File: src/rtl/bh1750_lux_bcd_if.sv
// Reading-side and result-side signals between the BH1750 master and the lux/BCD converter.
interface bh1750_lux_bcd_if;
  logic        busy_in;
  logic [15:0] raw_in;
  logic [15:0] lux;
  logic [19:0] bcd;
  logic        valid;
  logic        conv_busy;
  logic        ovr;

  modport master (output busy_in, raw_in, input lux, bcd, valid, conv_busy, ovr);
  modport slave  (input busy_in, raw_in, output lux, bcd, valid, conv_busy, ovr);
endinterface

File: src/rtl/bh1750_lux_bcd.sv
// Converts each completed BH1750 raw count to integer lux and 5 packed BCD digits
// using a sequential multiply, restoring divide and double-dabble.
//
// state | meaning
// IDLE  | waiting for a busy_in fall
// MUL   | build dividend raw*5 (+ rounding bias)
// DIV   | 19 cycles of restoring division, one quotient bit per cycle
// BCD   | 16 cycles of double-dabble on the quotient
// DONE  | results published, valid high
module bh1750_lux_bcd #(
  parameter bit HRES2 = 1'b1,
  parameter bit ROUND = 1'b0
) (
  input logic              sys_clk,
  input logic              _rst,
  bh1750_lux_bcd_if.slave  bus
);

  localparam logic [3:0]  DIVISOR = HRES2 ? 4'd12 : 4'd6;
  localparam logic [18:0] BIAS    = ROUND ? {15'd0, 1'b0, DIVISOR[3:1]} : 19'd0;

  typedef enum logic [2:0] {IDLE, MUL, DIV, BCD, DONE} state_t;

  state_t      state, next_state;
  logic        sync1, sync2, busy_q;
  logic        fall, tc;
  logic [15:0] raw_q;
  logic [18:0] acc;
  logic [3:0]  rem;
  logic [15:0] quot;
  logic [15:0] bin;
  logic [19:0] bcd_r;
  logic [4:0]  cnt;
  logic [15:0] lux_r;
  logic [19:0] bcd_o;
  logic        valid_r, conv_busy_r, ovr_r;

  logic [4:0]  trial;
  logic        ge;
  logic [3:0]  rem_next;
  logic [18:0] acc_next;
  logic [19:0] bcd_adj;
  logic [19:0] bcd_next;

  assign fall = ~sync2 & busy_q;
  assign tc   = (cnt == 5'd0);

  always_ff @(posedge sys_clk or negedge _rst) begin
    if (!_rst) begin
      sync1  <= 1'b1;
      sync2  <= 1'b1;
      busy_q <= 1'b1;
    end else begin
      sync1  <= bus.busy_in;
      sync2  <= sync1;
      busy_q <= sync2;
    end
  end

  always_ff @(posedge sys_clk or negedge _rst) begin
    if (!_rst) state <= IDLE;
    else       state <= next_state;
  end

  always_comb begin
    next_state = state;
    case (state)
      IDLE:    if (fall) next_state = MUL;
      MUL:     next_state = DIV;
      DIV:     if (tc) next_state = BCD;
      BCD:     if (tc) next_state = DONE;
      DONE:    next_state = IDLE;
      default: next_state = IDLE;
    endcase
  end

  // Remainder stays below the divisor, so the 5-bit trial never exceeds 23.
  always_comb begin
    trial    = {rem, acc[18]};
    ge       = (trial >= {1'b0, DIVISOR});
    rem_next = ge ? 4'(trial - {1'b0, DIVISOR}) : trial[3:0];
    acc_next = {acc[17:0], ge};
  end

  always_comb begin
    bcd_adj = bcd_r;
    for (int d = 0; d < 5; d++) begin
      if (bcd_r[d*4 +: 4] >= 4'd5) bcd_adj[d*4 +: 4] = bcd_r[d*4 +: 4] + 4'd3;
    end
    bcd_next = {bcd_adj[18:0], bin[15]};
  end

  always_ff @(posedge sys_clk or negedge _rst) begin
    if (!_rst) begin
      raw_q       <= '0;
      acc         <= '0;
      rem         <= '0;
      quot        <= '0;
      bin         <= '0;
      bcd_r       <= '0;
      cnt         <= '0;
      lux_r       <= '0;
      bcd_o       <= '0;
      valid_r     <= 1'b0;
      conv_busy_r <= 1'b0;
      ovr_r       <= 1'b0;
    end else begin
      valid_r <= 1'b0;
      ovr_r   <= fall && (state != IDLE);
      case (state)
        IDLE: begin
          if (fall) begin
            raw_q       <= bus.raw_in;
            conv_busy_r <= 1'b1;
          end
        end
        MUL: begin
          acc <= ({3'd0, raw_q} << 2) + {3'd0, raw_q} + BIAS;
          rem <= '0;
          cnt <= 5'd18;
        end
        DIV: begin
          acc <= acc_next;
          rem <= rem_next;
          cnt <= cnt - 5'd1;
          if (tc) begin
            quot  <= acc_next[15:0];
            bin   <= acc_next[15:0];
            bcd_r <= '0;
            cnt   <= 5'd15;
          end
        end
        BCD: begin
          bcd_r <= bcd_next;
          bin   <= {bin[14:0], 1'b0};
          cnt   <= cnt - 5'd1;
          if (tc) begin
            lux_r       <= quot;
            bcd_o       <= bcd_next;
            valid_r     <= 1'b1;
            conv_busy_r <= 1'b0;
          end
        end
        default: ;
      endcase
    end
  end

  assign bus.lux       = lux_r;
  assign bus.bcd       = bcd_o;
  assign bus.valid     = valid_r;
  assign bus.conv_busy = conv_busy_r;
  assign bus.ovr       = ovr_r;

endmodule
File: src/flat_wrapper.sv
// flat-port wrapper written by rule: the top's interface ports become plain ports
module bh1750_lux_bcd_flat 
#(
  parameter bit HRES2 = 1'b1,
  parameter bit ROUND = 1'b0
)
  (sys_clk, _rst, bus_busy_in, bus_raw_in, bus_lux, bus_bcd, bus_valid, bus_conv_busy, bus_ovr);
  bh1750_lux_bcd_if bus_i ();
  input logic sys_clk;
  input logic _rst;
  input wire logic [$bits(bus_i.busy_in)-1:0] bus_busy_in;
  input wire logic [$bits(bus_i.raw_in)-1:0] bus_raw_in;
  output wire logic [$bits(bus_i.lux)-1:0] bus_lux;
  output wire logic [$bits(bus_i.bcd)-1:0] bus_bcd;
  output wire logic [$bits(bus_i.valid)-1:0] bus_valid;
  output wire logic [$bits(bus_i.conv_busy)-1:0] bus_conv_busy;
  output wire logic [$bits(bus_i.ovr)-1:0] bus_ovr;
  assign bus_i.busy_in = bus_busy_in;
  assign bus_i.raw_in = bus_raw_in;
  assign bus_lux = bus_i.lux;
  assign bus_bcd = bus_i.bcd;
  assign bus_valid = bus_i.valid;
  assign bus_conv_busy = bus_i.conv_busy;
  assign bus_ovr = bus_i.ovr;
  bh1750_lux_bcd #(.HRES2(HRES2), .ROUND(ROUND)) u_core (.sys_clk(sys_clk), ._rst(_rst), .bus(bus_i));
endmodule
File: config.mk
export PLATFORM = sky130hd
export DESIGN_NAME = bh1750_lux_bcd_flat
export DESIGN_NICKNAME = d
export VERILOG_FILES = /design/src/rtl/bh1750_lux_bcd_if.sv /design/src/rtl/bh1750_lux_bcd.sv /design/src/flat_wrapper.sv
export SDC_FILE = /design/constraint.sdc
export NUM_CORES = 1
export LEC_CHECK = 0
export CORE_MARGIN = 2
export CORE_UTILIZATION = 52
export DETAILED_ROUTE_END_ITERATION = 10
export MAX_ROUTING_LAYER = met4
export PLACE_DENSITY = 0.76
export SYNTH_ARGS = -nofsm -noshare
export SYNTH_HDL_FRONTEND = slang
export SYNTH_SLANG_ARGS = --single-unit
File: constraint.sdc
create_clock -name sys_clk -period 2 [get_ports sys_clk]
set_input_delay 0.6 -clock sys_clk [delete_from_list [all_inputs] [get_ports sys_clk]]
set_output_delay 0.6 -clock sys_clk [all_outputs]
set_load 0.01 [all_outputs]
==> metrics.txt <==
fill count 1012; antenna violations before repair 0; Max Clk Rate 497 MHz; pin count of the biggest net entering global routing 48; placed cell area 7590 um2; gpl congestion 0.864; Pwr Density 1790 nW/um2; Synth Net Count 726; Hold Vio Cnt, Final 0; post-route minimum period 2010 ps; grt total ovfl 0; max_cap viols 0; H-tree depth 4; FF+latch count, synth 141; CP Class flip-flop to flip-flop; share of cells above drive strength 1 18.7%; Hold Crit Class primary input to async pin; post-synthesis sequential area ratio 53.4%; Cell variety after synth 50; CP Capture Type flip-flop; CTS Hold Bufs 0; commonest non-fill, non-tap cell in the layout nand2_1; Worst Path Arrival 2310 ps; vias in the first global route 4940; CTS sink count 141; # diodes 0; post-route cell area 8440 um2; worst vdd ir 1.16 mV; post-synthesis cell area 6610 um2; final count of pins violating max slew 0; Worst-path clk slew 60 ps; Rows 41; WHS 116 ps; I/O Buffers 57; RSZ-0062 raised after global routing yes; Mean Syn Cell Area 9.72 um2; FF/Latch Area 3540 um2; HPWL Detailed 9870 um; Multi-input gate area 3060 um2; final setup fails 2; pre-CTS setup slack -128 ps; failing checks setup timing; Initial Util 52.8%; Final WS setup -11.5 ps; chip height 117 um; die width 117 um; antenna viol nets, final 0; Worst slew margin 68.7%; Core Region 12500 um2; cell taking the most area after synthesis dfrtp_1; # nets final 812; DRC 0; post-route clock period utilization 101%; P_leak 3.86 nW; Longest Clk Path Bufs 2; Root Driver clkbuf_16; Synth top area share 52.2%; Avg Vias per Cell 5.46; final WL 14400 um; drt initial violations 326; first-pass GRT wire length 23500 um; status finished, violations left; DR vias 5196; most frequent cells in the layout nand2_1, dfrtp_1, o21ai_0, clkdlybuf4s50_1, buf_4; startpoint types flip-flop; final setup skew 8.00 ps; Die ar. 13600 um2; io pins 58; number of CTS-inserted buffers 17; crit-path max FO 4; setup TNS -18.9 ps; synth top area cells dfrtp_1, nand2_1, ha_1; CTS tree built; Slew @ Worst Pin 470 ps; drt pass-1 iters 5; reg2reg setup slack -10 ps; YS warnings 0; Area growth syn-to-layout 27.6%; GRT Total Usage 23.0%; Worst-Skew Late Latency 430 ps; Syn Inst Count 680; Avg WL per Cell 15.2 um; CP required 2300 ps
-- kinds of logic after synthesis --
| logic type | after synthesis | share of synthesized area [%] |
|---|---|---|
| adder cells (fa/ha/maj) | 27 | 5.22 |
| buffers and inverters | 52 | 3.18 |
| multiplexers | 27 | 4.50 |
| AND/OR/NAND/NOR | 273 | 18.3 |
| XOR/XNOR | 18 | 2.38 |
| AO/OA/AOI/OAI | 142 | 13.0 |
| flip-flops | 141 | 53.4 |
-- final cells by class --
type	count	area share, %
flip-flops and latches	141	41.9
repair buffers	100	11.8
clock inverters	11	1.11
well taps	172	2.55
clock buffers	21	5.46
multi-input cells	487	36.3
inverters	19	0.875
-- cells in the mapped netlist, drive strengths merged --
master	count
o21a	1
ha	26
o31ai	1
a31oi	7
nand4	6
a221o	1
nor3b	4
o311a	2
xor2	5
a311oi	1
dfstp	3
o311ai	1
a22o	8
nand2b	10
o21ai	68
inv	19
mux2	22
nor2b	2
a31o	1
and2	2
clkbuf	21
nor2	24
fa	1
a32oi	1
dfrtp	138
or4	1
a211oi	1
or3	2
and3	2
nand3	32
nor3	10
xnor2	13
nand2	171
or3b	5
nand3b	1
o21bai	3
a21oi	28
mux2i	5
nand4b	1
o221ai	2
buf	12
a22oi	16
-- state kept, by name, summed over array words and instances, names as in the netlist, 4 cells and up --
signal,flops
u_core.acc,19
u_core.bus.lux,16
u_core.raw_q,16
u_core.rem,4
u_core.cnt,5
u_core.bin,16
u_core.bus.bcd,20
u_core.quot,16
u_core.bcd_r,20
-- path summary, 6_finish.rpt --
kind	startpoint	end	cells after the start
min reg2reg	u_core.sync1	u_core.sync2	0
min	_rst	u_core.bus.lux[10]	1
min in group sys_clk	u_core.sync1	u_core.sync2	0
max reg2reg	u_core.raw_q[0]	u_core.acc[10]	8
max	u_core.raw_q[0]	u_core.acc[10]	8
max in group asynchronous	_rst	u_core.cnt[0]	2
-- critical path: stages (launching register included) --
cell and delay, ps:
dfrtp_1 390, ha_2 210, fa_2 400, a21oi_4 200, o21ai_4 80, a31o_2 240
a21oi_2 130, xor2_1 160, o21ai_1 70
-- timing repair --
item                       CTS  global route
gates resized for setup     17            37
pin swaps                    7            14
setup buffers                3             4
setup endpoints to repair   21            34
gates cloned                 0             1
-- metal layers --
metal  GRT usage, %  wire (um)
met1           29.7       6480
met3           5.09        609
met2           36.2       7100
met5              -          0
met4           7.84        246
-- per-stage QoR --
step | power (mW) | util [%] | std cells
floorplan | 8.94 | - | 680
global route | 16.2 | 67.4 | 951
CTS | 14.6 | 66.0 | 946
detailed placement | 11.3 | 60.7 | 911
global placement | 11.0 | 60.7 | 911
finish | 15.1 | 67.4 | 951
-- power breakdown --
part | leakage (nW) | internal [mW] | switching, mW
Sequential | 1.82 | 3.93 | 0.850
Combinational | 1.78 | 3.54 | 3.87
Clock | 0.265 | 1.76 | 1.18
Power figures use the tool's default switching activity.
